--- config.mk ---
export PLATFORM = sky130hd
export DESIGN_NAME = seq_alu_flat
export DESIGN_NICKNAME = d
export VERILOG_FILES = /design/src/rtl/seq_alu_if.sv /design/src/rtl/seq_alu.sv /design/src/flat_wrapper.sv
export SDC_FILE = /design/constraint.sdc
export NUM_CORES = 1
export LEC_CHECK = 0
export CAP_MARGIN = 10
export CORE_ASPECT_RATIO = 0.6
export CORE_MARGIN = 4
export CORE_UTILIZATION = 40
export CTS_BUF_LIST = sky130_fd_sc_hd__clkbuf_8
export DETAILED_ROUTE_END_ITERATION = 12
export GPL_TIMING_DRIVEN = 0
export PLACE_DENSITY_LB_ADDON = 0.2
export SLEW_MARGIN = 20
export SYNTH_ARGS = -nofsm -noshare
export SYNTH_HDL_FRONTEND = slang
export SYNTH_SLANG_ARGS = --single-unit
--- constraint.sdc ---
create_clock -name Clock -period 2.25 [get_ports Clock]
set_input_delay 0.225 -clock Clock [delete_from_list [all_inputs] [get_ports Clock]]
set_output_delay 0.225 -clock Clock [all_outputs]
set_load 0.02 [all_outputs]
--- src/rtl/seq_alu_if.sv ---
// ----------------------------------------------------------------------------
// seq_alu_if: operand/result handshake bundle for seq_alu.
//   master : drives InValid, OpCode, OperandA, OperandB, OutReady;
//            observes InReady, OutValid, Result, FlagZ/N/C/V/Err.
//   slave  : the ALU side, directions mirrored.
// Parameter WIDTH must match the seq_alu instance it connects to.
// ----------------------------------------------------------------------------
interface seq_alu_if #(
    parameter int unsigned WIDTH = 16
);
    logic             InValid;
    logic             InReady;
    logic [3:0]       OpCode;
    logic [WIDTH-1:0] OperandA;
    logic [WIDTH-1:0] OperandB;
    logic             OutValid;
    logic             OutReady;
    logic [WIDTH-1:0] Result;
    logic             FlagZ;
    logic             FlagN;
    logic             FlagC;
    logic             FlagV;
    logic             FlagErr;

    modport master (
        output InValid, OpCode, OperandA, OperandB, OutReady,
        input  InReady, OutValid, Result, FlagZ, FlagN, FlagC, FlagV, FlagErr
    );

    modport slave (
        input  InValid, OpCode, OperandA, OperandB, OutReady,
        output InReady, OutValid, Result, FlagZ, FlagN, FlagC, FlagV, FlagErr
    );
endinterface

--- src/rtl/seq_alu.sv ---
// ----------------------------------------------------------------------------
// seq_alu: registered ALU with valid/ready handshake and iterative shift/mul.
//   Clock   : rising-edge system clock
//   Reset_n : asynchronous active-low reset
//   bus     : seq_alu_if.slave (operands/opcode in, result/flags out)
// Single-cycle ops deliver OutValid one cycle after acceptance; SHL/SHR take
// one cycle per shift position, MUL takes WIDTH cycles of shift-add.
// Optional feature macro: SEQ_ALU_MUL_EN (enables opcode 11 MUL; when
// undefined opcode 11 is reported as illegal and no multiplier exists).
// ----------------------------------------------------------------------------
module seq_alu #(
    parameter int unsigned WIDTH = 16,
    parameter int unsigned SHW   = $clog2(WIDTH)
) (
    input logic      Clock,
    input logic      Reset_n,
    seq_alu_if.slave bus
);
    localparam int unsigned CW = SHW + 1;
    localparam int unsigned HW = WIDTH / 2;
`ifdef SEQ_ALU_MUL_EN
    localparam int unsigned PW = 2 * WIDTH;
`endif

    typedef enum logic [1:0] {
        S_IDLE  = 2'd0,
        S_SHIFT = 2'd1,
        S_DONE  = 2'd2
`ifdef SEQ_ALU_MUL_EN
        , S_MUL = 2'd3
`endif
    } state_t;

    state_t           r_state, w_state_nxt;
    logic [WIDTH-1:0] r_acc, w_acc_nxt;
    logic [CW-1:0]    r_cnt, w_cnt_nxt;
    logic             r_shl, w_shl_nxt;
    logic             r_in_ready, r_out_valid;
    logic [WIDTH-1:0] r_result, w_result_nxt;
    logic             r_z, r_n, r_c, r_v, r_err;
    logic             w_z_nxt, w_n_nxt, w_c_nxt, w_v_nxt, w_err_nxt;

    // Final-result capture request and its payload
    logic             w_fin;
    logic [WIDTH-1:0] w_fin_res;
    logic             w_fin_c, w_fin_v, w_fin_err;

    logic [WIDTH:0]   w_sum, w_diff;
    logic [WIDTH-1:0] w_step;
    logic             w_step_out;

`ifdef SEQ_ALU_MUL_EN
    logic [PW-1:0]    r_prod, w_prod_nxt;
    logic [PW-1:0]    r_mcand, w_mcand_nxt;
    logic [WIDTH-1:0] r_mplier, w_mplier_nxt;
`endif

    // Extra MSB of the sum is the carry; of the difference, the borrow
    assign w_sum  = {1'b0, bus.OperandA} + {1'b0, bus.OperandB};
    assign w_diff = {1'b0, bus.OperandA} - {1'b0, bus.OperandB};

    // One shift step of the working value and the bit it pushes out
    assign w_step     = r_shl ? {r_acc[WIDTH-2:0], 1'b0} : {1'b0, r_acc[WIDTH-1:1]};
    assign w_step_out = r_shl ? r_acc[WIDTH-1] : r_acc[0];

    // Next-state and datapath update
    always_comb begin
        w_state_nxt  = r_state;
        w_acc_nxt    = r_acc;
        w_cnt_nxt    = r_cnt;
        w_shl_nxt    = r_shl;
        w_result_nxt = r_result;
        w_z_nxt      = r_z;
        w_n_nxt      = r_n;
        w_c_nxt      = r_c;
        w_v_nxt      = r_v;
        w_err_nxt    = r_err;
        w_fin        = 1'b0;
        w_fin_res    = '0;
        w_fin_c      = 1'b0;
        w_fin_v      = 1'b0;
        w_fin_err    = 1'b0;
`ifdef SEQ_ALU_MUL_EN
        w_prod_nxt   = r_prod;
        w_mcand_nxt  = r_mcand;
        w_mplier_nxt = r_mplier;
`endif

        case (r_state)
            S_IDLE: begin
                if (bus.InValid) begin
                    case (bus.OpCode)
                        4'd0: begin w_fin = 1'b1; w_fin_res = bus.OperandA & bus.OperandB; end
                        4'd1: begin w_fin = 1'b1; w_fin_res = bus.OperandA | bus.OperandB; end
                        4'd2: begin w_fin = 1'b1; w_fin_res = bus.OperandA ^ bus.OperandB; end
                        4'd3: begin w_fin = 1'b1; w_fin_res = ~bus.OperandA; end
                        4'd4: begin
                            w_fin     = 1'b1;
                            w_fin_res = w_sum[WIDTH-1:0];
                            w_fin_c   = w_sum[WIDTH];
                            w_fin_v   = (bus.OperandA[WIDTH-1] == bus.OperandB[WIDTH-1]) &&
                                        (w_sum[WIDTH-1] != bus.OperandA[WIDTH-1]);
                        end
                        4'd5: begin
                            w_fin     = 1'b1;
                            w_fin_res = w_diff[WIDTH-1:0];
                            w_fin_c   = w_diff[WIDTH];
                            w_fin_v   = (bus.OperandA[WIDTH-1] != bus.OperandB[WIDTH-1]) &&
                                        (w_diff[WIDTH-1] != bus.OperandA[WIDTH-1]);
                        end
                        4'd6: begin
                            w_fin     = 1'b1;
                            w_fin_res = WIDTH'(bus.OperandA == bus.OperandB);
                        end
                        4'd7: begin
                            w_fin     = 1'b1;
                            w_fin_res = {bus.OperandA[HW-1:0], bus.OperandB[HW-1:0]};
                        end
                        4'd8: begin
                            w_fin     = 1'b1;
                            w_fin_res = {bus.OperandB[WIDTH-1:HW], bus.OperandA[HW-1:0]};
                        end
                        4'd9, 4'd10: begin
                            // Zero shift amount completes like a single-cycle op
                            if (bus.OperandB[SHW-1:0] == '0) begin
                                w_fin     = 1'b1;
                                w_fin_res = bus.OperandA;
                            end else begin
                                w_state_nxt = S_SHIFT;
                                w_acc_nxt   = bus.OperandA;
                                w_cnt_nxt   = CW'(bus.OperandB[SHW-1:0]);
                                w_shl_nxt   = (bus.OpCode == 4'd9);
                            end
                        end
`ifdef SEQ_ALU_MUL_EN
                        4'd11: begin
                            w_state_nxt  = S_MUL;
                            w_prod_nxt   = '0;
                            w_mcand_nxt  = PW'(bus.OperandA);
                            w_mplier_nxt = bus.OperandB;
                            w_cnt_nxt    = CW'(WIDTH);
                        end
`endif
                        default: begin w_fin = 1'b1; w_fin_err = 1'b1; end
                    endcase
                end
            end
            S_SHIFT: begin
                w_acc_nxt = w_step;
                w_cnt_nxt = r_cnt - CW'(1);
                if (r_cnt == CW'(1)) begin
                    w_fin     = 1'b1;
                    w_fin_res = w_step;
                    w_fin_c   = w_step_out;
                end
            end
`ifdef SEQ_ALU_MUL_EN
            S_MUL: begin
                // Shift-add: add the shifted multiplicand for each set multiplier bit
                w_prod_nxt   = r_prod + (r_mplier[0] ? r_mcand : '0);
                w_mcand_nxt  = {r_mcand[PW-2:0], 1'b0};
                w_mplier_nxt = {1'b0, r_mplier[WIDTH-1:1]};
                w_cnt_nxt    = r_cnt - CW'(1);
                if (r_cnt == CW'(1)) begin
                    w_fin     = 1'b1;
                    w_fin_res = w_prod_nxt[WIDTH-1:0];
                    w_fin_c   = |w_prod_nxt[PW-1:WIDTH];
                end
            end
`endif
            S_DONE: begin
                if (bus.OutReady) begin
                    w_state_nxt = S_IDLE;
                end
            end
            default: w_state_nxt = S_IDLE;
        endcase

        // Result and flags are captured together; an illegal op reports only Err
        if (w_fin) begin
            w_state_nxt  = S_DONE;
            w_result_nxt = w_fin_res;
            w_z_nxt      = !w_fin_err && (w_fin_res == '0);
            w_n_nxt      = !w_fin_err && w_fin_res[WIDTH-1];
            w_c_nxt      = w_fin_c;
            w_v_nxt      = w_fin_v;
            w_err_nxt    = w_fin_err;
        end
    end

    // State and datapath registers; handshake outputs follow the next state
    always_ff @(posedge Clock or negedge Reset_n) begin
        if (!Reset_n) begin
            r_state     <= S_IDLE;
            r_acc       <= '0;
            r_cnt       <= '0;
            r_shl       <= 1'b0;
            r_in_ready  <= 1'b1;
            r_out_valid <= 1'b0;
            r_result    <= '0;
            r_z         <= 1'b0;
            r_n         <= 1'b0;
            r_c         <= 1'b0;
            r_v         <= 1'b0;
            r_err       <= 1'b0;
`ifdef SEQ_ALU_MUL_EN
            r_prod      <= '0;
            r_mcand     <= '0;
            r_mplier    <= '0;
`endif
        end else begin
            r_state     <= w_state_nxt;
            r_acc       <= w_acc_nxt;
            r_cnt       <= w_cnt_nxt;
            r_shl       <= w_shl_nxt;
            r_in_ready  <= (w_state_nxt == S_IDLE);
            r_out_valid <= (w_state_nxt == S_DONE);
            r_result    <= w_result_nxt;
            r_z         <= w_z_nxt;
            r_n         <= w_n_nxt;
            r_c         <= w_c_nxt;
            r_v         <= w_v_nxt;
            r_err       <= w_err_nxt;
`ifdef SEQ_ALU_MUL_EN
            r_prod      <= w_prod_nxt;
            r_mcand     <= w_mcand_nxt;
            r_mplier    <= w_mplier_nxt;
`endif
        end
    end

    assign bus.InReady  = r_in_ready;
    assign bus.OutValid = r_out_valid;
    assign bus.Result   = r_result;
    assign bus.FlagZ    = r_z;
    assign bus.FlagN    = r_n;
    assign bus.FlagC    = r_c;
    assign bus.FlagV    = r_v;
    assign bus.FlagErr  = r_err;
endmodule

--- src/flat_wrapper.sv ---
// flat-port wrapper written by rule: the top's interface ports become plain ports
module seq_alu_flat 
#(
    parameter int unsigned WIDTH = 16,
    parameter int unsigned SHW   = $clog2(WIDTH)
)
  (Clock, Reset_n, bus_InValid, bus_OpCode, bus_OperandA, bus_OperandB, bus_OutReady, bus_InReady, bus_OutValid, bus_Result, bus_FlagZ, bus_FlagN, bus_FlagC, bus_FlagV, bus_FlagErr);
  seq_alu_if #(.WIDTH(WIDTH)) bus_i ();
  input logic Clock;
  input logic Reset_n;
  input wire logic [$bits(bus_i.InValid)-1:0] bus_InValid;
  input wire logic [$bits(bus_i.OpCode)-1:0] bus_OpCode;
  input wire logic [$bits(bus_i.OperandA)-1:0] bus_OperandA;
  input wire logic [$bits(bus_i.OperandB)-1:0] bus_OperandB;
  input wire logic [$bits(bus_i.OutReady)-1:0] bus_OutReady;
  output wire logic [$bits(bus_i.InReady)-1:0] bus_InReady;
  output wire logic [$bits(bus_i.OutValid)-1:0] bus_OutValid;
  output wire logic [$bits(bus_i.Result)-1:0] bus_Result;
  output wire logic [$bits(bus_i.FlagZ)-1:0] bus_FlagZ;
  output wire logic [$bits(bus_i.FlagN)-1:0] bus_FlagN;
  output wire logic [$bits(bus_i.FlagC)-1:0] bus_FlagC;
  output wire logic [$bits(bus_i.FlagV)-1:0] bus_FlagV;
  output wire logic [$bits(bus_i.FlagErr)-1:0] bus_FlagErr;
  assign bus_i.InValid = bus_InValid;
  assign bus_i.OpCode = bus_OpCode;
  assign bus_i.OperandA = bus_OperandA;
  assign bus_i.OperandB = bus_OperandB;
  assign bus_i.OutReady = bus_OutReady;
  assign bus_InReady = bus_i.InReady;
  assign bus_OutValid = bus_i.OutValid;
  assign bus_Result = bus_i.Result;
  assign bus_FlagZ = bus_i.FlagZ;
  assign bus_FlagN = bus_i.FlagN;
  assign bus_FlagC = bus_i.FlagC;
  assign bus_FlagV = bus_i.FlagV;
  assign bus_FlagErr = bus_i.FlagErr;
  seq_alu #(.WIDTH(WIDTH), .SHW(SHW)) u_core (.Clock(Clock), .Reset_n(Reset_n), .bus(bus_i));
endmodule
# After elaboration in Yosys (flattened, before gate mapping)
# Cells that the tools add are included.
dict set report op_classes {
  n_addsub 3
  multipliers 0
  n_div 0
  magnitude_cmp 0
  n_eq_ne 22
  shifts 0
  mux 36
  bitwise 5
  n_reduce_logical 15
}
# cell count
set ops {}
lappend ops {{$pmux 16 s10} 1}
lappend ops {{$mux 16} 7}
lappend ops {{$pmux 16 s2} 2}
lappend ops {{$add 16x16->17} 1}
lappend ops {{$sub 16x16->17} 1}
lappend ops {{$and 16x16->16} 1}
lappend ops {{$eq 16x16->1} 1}
lappend ops {{$eq 4x3->1 const B} 4}
lappend ops {{$logic_not 16->1} 1}
lappend ops {{$not 16->16} 1}
lappend ops {{$or 16x16->16} 1}
lappend ops {{$xor 16x16->16} 1}
lappend ops {{$mux 5} 3}
lappend ops {{$eq 4x4->1 const B} 3}
lappend ops {{$mux 1} 12}
lappend ops {{$reduce_or 11->1} 1}
lappend ops {{$mux 2} 5}
lappend ops {{$pmux 5 s2} 1}
lappend ops {{$eq 4x2->1 const B} 2}
lappend ops {{$logic_not 4->1} 2}
lappend ops {{$pmux 1 s2} 4}
lappend ops {{$reduce_and 4->1} 2}
lappend ops {{$pmux 2 s3} 1}
lappend ops {{$eq 5x1->1 const B} 1}
lappend ops {{other kinds (14)} 22}
dict set report word_totals {
  reg_bits 47
  latchBits 0
  ram_bits 0
  rom_bits 0
  input_bits 40
  out_inout_bits 23
  word_cells 93
  memories 0
}

# Longest topological paths before layout
dict set report logic_depth {
  depth_word 7
  mapped_depth 14
  depth_no_buf 14
}

# Least setup slack after synthesis
# OpenSTA, ideal clock, no wires.
dict set report synth_path {
  path_kind {input to register}
  start {input port bus_OperandA[0]}
  end {register u_core.r_z, in the netlist u_core.bus.FlagZ}
  arrival_ns 2.727
  required_time_ns 2.131
  slack_ns -0.596
  cell_stages 14
  n_path_buf 0
  cell_sequence {inv_1 -> ha_1 -> inv_1 -> fa_1 -> nor2b_1 -> o21ai_1 -> nand3_1 -> a311o_1 -> a311oi_1 -> a2111oi_2 -> a2111oi_1 -> nor4_1 -> nand2_1 -> o21ai_2}
}
dict set report synth_between {
  elab_chain_len 6
}
# item line
set synth_rtl {}
lappend synth_rtl {{start, declared} flat_wrapper.sv:13} ;# input wire logic [$bits(bus_i.OperandA)-1:0] bus_OperandA;
lappend synth_rtl {{$sub 16x16->17, or another cell as far along} seq_alu.sv:60} ;# assign w_diff = {1'b0, bus.OperandA} - {1'b0, bus.OperandB};
lappend synth_rtl {{$pmux 16 s10 (*)} seq_alu.sv:92} ;# case (bus.OpCode)
lappend synth_rtl {{$mux 16 (*)} seq_alu.sv:91} ;# if (bus.InValid) begin
lappend synth_rtl {{$pmux 16 s2 (*)} seq_alu.sv:89} ;# case (r_state)
lappend synth_rtl {{$logic_not 16->1 (*)} seq_alu.sv:183} ;# w_z_nxt = !w_fin_err && (w_fin_res == '0);
lappend synth_rtl {{$logic_and 1x1->1 (*)} seq_alu.sv:183}
lappend synth_rtl {{end signal, assigned} seq_alu.sv:219} ;# r_z <= w_z_nxt;
lappend synth_rtl {{end, declared} seq_alu.sv:40} ;# logic r_z, r_n, r_c, r_v, r_err;
# Mark *: on every way between the ends. The rest lies on a longest branch, timed or not.
# A chain may end at the register's enable or synchronous reset.

# Worst setup path in the final report
dict set report layout_path {
  start {input port bus_OperandB[1]}
  end {register u_core.r_z, in the netlist u_core.bus.FlagZ}
}
dict set report layout_between {
  elab_chain_len 7
}
# item line
set layout_rtl {}
lappend layout_rtl {{start, declared} flat_wrapper.sv:14} ;# input wire logic [$bits(bus_i.OperandB)-1:0] bus_OperandB;
lappend layout_rtl {{branches (longest 7 deep; another with $sub 16x16->17)} -}
# Parallel ways; which one is timed is not known.

==> impl_metrics.prom <==
# TYPE chip_impl_metric gauge
chip_impl_info{name="outcome",value="finished with violations"} 1
chip_impl_info{name="violations",value="negative setup slack"} 1
chip_impl_metric{name="route.antenna.remaining_nets",unit=""} 0
chip_impl_metric{name="h_tree_level_count",unit=""} 2
chip_impl_metric{name="coreArea",unit="µm²"} 13050
chip_impl_info{name="holdPathEnd",value="u_core.r_cnt[0]$_DFFE_PN0P_"} 1
chip_impl_metric{name="slew_of_the_pin_with_the_lowest_slew_margin",unit="ns"} 0.8888
chip_impl_info{name="timing.critical_path.to_type",value="flip-flop"} 1
chip_impl_metric{name="count_of_warnings_emitted_by_yosys",unit=""} 0
chip_impl_metric{name="floorplan.io_pins",unit=""} 63
chip_impl_info{name="critical_path.reg2reg.startpoint",value="u_core.r_state[1]$_DFF_PN0_"} 1
chip_impl_metric{name="period_share",unit="%"} 121.5
chip_impl_metric{name="post_route_cells_drive_above_1_share",unit="%"} 33.94
chip_impl_metric{name="report.final.hold_viol_count",unit=""} 0
chip_impl_metric{name="max-cap-violations",unit=""} 0
chip_impl_info{name="hold_path.startpoint",value="bus_OperandB[0]"} 1
chip_impl_info{name="synthTopCellsByCount",value="nand2_1 (68), nor2_1 (59), a21oi_1 (52), ha_1 (51), inv_1 (50)"} 1
chip_impl_info{name="netlist_top_cells_area",value="dfrtp_1 (21%), ha_1 (12%), a21oi_1 (4.8%)"} 1
chip_impl_info{name="yosys.cell_count.top_type",value="nand2_1"} 1
chip_impl_metric{name="ys_seq_elements",unit=""} 47
chip_impl_metric{name="switching_share",unit="%"} 43.83
chip_impl_info{name="hp-class",value="in -> reg"} 1
chip_impl_metric{name="wire_length_of_the_first_global_routing_pass",unit="µm"} 36630
chip_impl_info{name="worstSetupPathType",value="in -> reg"} 1
chip_impl_info{name="reg2reg_to",value="u_core.bus.FlagZ$_DFFE_PN0P_"} 1
chip_impl_metric{name="synth.top_cell.area_share",unit="%"} 21.28
chip_impl_metric{name="drt_first_pass_iters",unit=""} 9
chip_impl_info{name="cts_tree",value="yes"} 1
chip_impl_metric{name="totalWireLength",unit="µm"} 24390
chip_impl_metric{name="power.sequential.fraction",unit="%"} 31.7
chip_impl_metric{name="finish.cell_count_without_fillers",unit=""} 998
chip_impl_metric{name="fin_nets",unit=""} 920
chip_impl_metric{name="timing.setup.tns",unit="ns"} -3.233
chip_impl_metric{name="filler_cell_count",unit=""} 1146
chip_impl_metric{name="internal_pwr_total",unit="µW"} 2560
chip_impl_metric{name="first_global_vias",unit=""} 6224
chip_impl_metric{name="synth_seq_area_share",unit="%"} 21.76
chip_impl_info{name="synthFlopType",value="dfrtp_1"} 1
chip_impl_metric{name="antennaDiodeCount",unit=""} 0
chip_impl_metric{name="design.die.area",unit="µm²"} 15510
chip_impl_metric{name="dr_total_vias",unit=""} 6538
chip_impl_metric{name="worst_ep_required_time",unit="ns"} 2.51
chip_impl_metric{name="power-per-cell-area",unit="nW/µm²"} 578.5
chip_impl_metric{name="port_buffers",unit=""} 62
chip_impl_info{name="cts_root_buffer",value="clkbuf_8"} 1
chip_impl_metric{name="clkSlewWorstSetupHoldPaths",unit="ns"} 0.09
chip_impl_metric{name="worst_slack",unit="ns"} -0.4838
chip_impl_metric{name="final_max_slew_viol_count",unit=""} 0
chip_impl_metric{name="rr_worst_depth",unit=""} 9
chip_impl_metric{name="clk-insertion-delay-late",unit="ns"} 0.32
chip_impl_metric{name="initialDrtViolationCount",unit=""} 797
chip_impl_metric{name="synth_async_sr_flop_share",unit="%"} 100.0
chip_impl_metric{name="cts_sinks",unit=""} 47
chip_impl_metric{name="switchingPower",unit="µW"} 1998
chip_impl_metric{name="yosys.cell_types.count",unit=""} 76
chip_impl_metric{name="share_comb_of_total_power",unit="%"} 56.6
chip_impl_metric{name="drc_errors",unit=""} 0
chip_impl_metric{name="avgRoutedWirePerCell",unit="µm"} 24.44
chip_impl_metric{name="synthesis.area",unit="µm²"} 5410
chip_impl_metric{name="skew_final",unit="ns"} 0.006643
chip_impl_metric{name="syn-instance-count",unit=""} 698
chip_impl_metric{name="post_synth.cell_area_avg",unit="µm²"} 7.751
chip_impl_metric{name="whs_path_depth",unit=""} 3
chip_impl_metric{name="area.growth.synth_to_final",unit="%"} 45.63
chip_impl_metric{name="max_transition_margin",unit="%"} 40.25
chip_impl_metric{name="r2r_slack",unit="ns"} -0.35
chip_impl_metric{name="detailed_place_hpwl",unit="µm"} 17920
chip_impl_metric{name="number_of_flops_mapped_to_enable_cells_by_yosys",unit=""} 0
chip_impl_metric{name="numPlacedInstances",unit=""} 931
chip_impl_info{name="worst_setup_path_start_kind",value="input port"} 1
chip_impl_metric{name="fmax",unit="MHz"} 365.8
chip_impl_metric{name="placementRows",unit=""} 32
chip_impl_metric{name="critical_path_arrival",unit="ns"} 2.99
chip_impl_metric{name="setup_viol",unit=""} 13
chip_impl_metric{name="initial_core_util",unit="%"} 41.45
chip_impl_metric{name="routed_via_density",unit=""} 6.551
chip_impl_metric{name="cts_inserted_buffers",unit=""} 5
chip_impl_metric{name="cts-root-to-sink-buffers",unit=""} 2
chip_impl_info{name="post-synth-top-area-cell",value="dfrtp_1"} 1
chip_impl_info{name="grt_setup_unrepaired",value="true"} 1
chip_impl_metric{name="antenna_found_initial",unit=""} 0
chip_impl_metric{name="cellLeakagePower",unit="µW"} 0.003355
chip_impl_metric{name="cp_max_fo",unit=""} 3
chip_impl_metric{name="dpl_worst_slack",unit="ns"} -1.706
chip_impl_metric{name="grt.total_usage",unit="%"} 30.57
chip_impl_metric{name="floorplan.die.width",unit="µm"} 158.1
chip_impl_metric{name="grt_remaining_overflow",unit=""} 0
chip_impl_metric{name="final_period_minus_worst_setup_slack",unit="ns"} 2.734
chip_impl_metric{name="post_synth_net_total",unit=""} 791
chip_impl_metric{name="peakVddDrop",unit="V"} 0.0003634
chip_impl_metric{name="power_frac_clock",unit="%"} 11.7
chip_impl_metric{name="die_h",unit="µm"} 98.09
chip_impl_metric{name="largest_net_degree_at_the_start_of_global_routing",unit=""} 32
chip_impl_metric{name="gp_congestion",unit=""} 1.023
metal layers:
metal | wire length (µm) | vias to the layer above | global-route usage [%] | share of wire, %
li1 | - | 2838 | - | -
met1 | 10850 | 3181 | 46.85 | 44
met2 | 9811 | 454 | 41.85 | 40
met3 | 3109 | 65 | 9.345 | 13
met4 | 617 | 0 | 6.291 | 2.5
met5 | 0 | - | 0 | 0
timing repair:
action,in CTS,in global routing
gates cloned,1,0
endpoints found under the hold margin,16,0
pin swaps,66,37
buffers inserted,61,13
gates resized for setup,291,58
hold buffers,1,0
endpoints found under the setup margin,42,38
how the worst max path moves through the flow:
stage	from	to	slack, ns	cells past startpoint
4_1_cts	bus_OperandB[1]	u_core.bus.FlagZ$_DFFE_PN0P_	-0.46	14
5_1_grt	bus_OperandB[1]	u_core.bus.FlagZ$_DFFE_PN0P_	-0.57	16
3_3_place_gp	bus_OperandA[9]	u_core.bus.FlagZ$_DFFE_PN0P_	-1.69	14
3_5_place_dp	bus_OperandA[9]	u_core.bus.FlagZ$_DFFE_PN0P_	-1.71	14
2_1_floorplan	bus_OperandB[1]	u_core.bus.FlagZ$_DFFE_PN0P_	-0.37	12
6_report	bus_OperandB[1]	u_core.bus.FlagZ$_DFFE_PN0P_	-0.48	16
per-stage QoR:
step / util (%) / cell area, µm² / hold slack, ns / total power (µW)
after floorplan: - / 5620 / -0.07059 / 2659
after detailed placement: 49.67 / 6484 / 0.1955 / 3475
after CTS: 58.46 / 7631 / 0.2317 / 4357
after global placement: 49.44 / 6454 / 0.4611 / 3426
final: 60.36 / 7879 / 0.2412 / 4558
after global routing: 60.36 / 7879 / 0.2550 / 4793
cells in the final DEF (no fill, tap or decap), types with 11 or more instances in the layout:
cell and instances:
ha_1 30, inv_1 29, dfrtp_1 45, buf_6 19, mux2_2 11, nor2_1 50
ha_4 20, buf_4 69, mux2i_1 21, inv_2 11, a21o_1 18, clkdlybuf4s50_1 25
nor3_1 12, o21ai_0 32, a21oi_1 41, nand2_1 66
flip-flops by register name, indices dropped and copies added (netlist names):
signal and count:
u_core.bus.FlagC 1, u_core.bus.FlagZ 1, u_core.bus.FlagErr 1, u_core.bus.InReady 1, u_core.r_cnt 5, u_core.r_shl 1
u_core.bus.FlagN 1, u_core.bus.Result 16, u_core.r_acc 16, u_core.bus.OutValid 1, u_core.r_state 2, u_core.bus.FlagV 1
final cells by class:
type / count / area, µm² / area share, %
multi-input cells: 557 / 4721 / 59.92
plain buffers: 30 / 244.0 / 3.097
inverters: 51 / 232.7 / 2.954
repair buffers: 135 / 1201 / 15.25
flip-flops and latches: 47 / 1179 / 14.96
clock buffers: 5 / 68.82 / 0.8734
clock inverters: 3 / 20.02 / 0.2541
well taps: 170 / 212.7 / 2.700
critical path, cell delays in order:
cell,delay [ns]
buf_12,0.10
clkinvlp_4,0.07
buf_6,0.11
buf_6,0.09
fa_2,0.22
nor2b_2,0.05
o31a_1,0.33
o311a_1,0.36
o41ai_4,0.27
buf_4,0.18
xnor2_2,0.12
nor3_2,0.05
a211o_1,0.29
nor3_2,0.22
nand4bb_4,0.15
o21ai_2,0.14
power groups by stage:
stage / combinational (µW) / sequential (µW) / clock, µW
floorplan: 1160 / 1500 / 0
global placement: 2010 / 1420 / 0
detailed placement: 2060 / 1420 / 0
CTS: 2400 / 1420 / 541
global route: 2730 / 1480 / 574
finish: 2580 / 1450 / 535
kinds of logic after synthesis:
group	after synthesis	share of synthesized area [%]
fa+ha+maj	53	12.53
compound gates	238	30.48
buf+inv	94	6.822
xor+xnor	8	1.295
simple gates	224	20.56
flops	47	21.76
mux	34	6.545
Power figures use the tool's default switching activity.
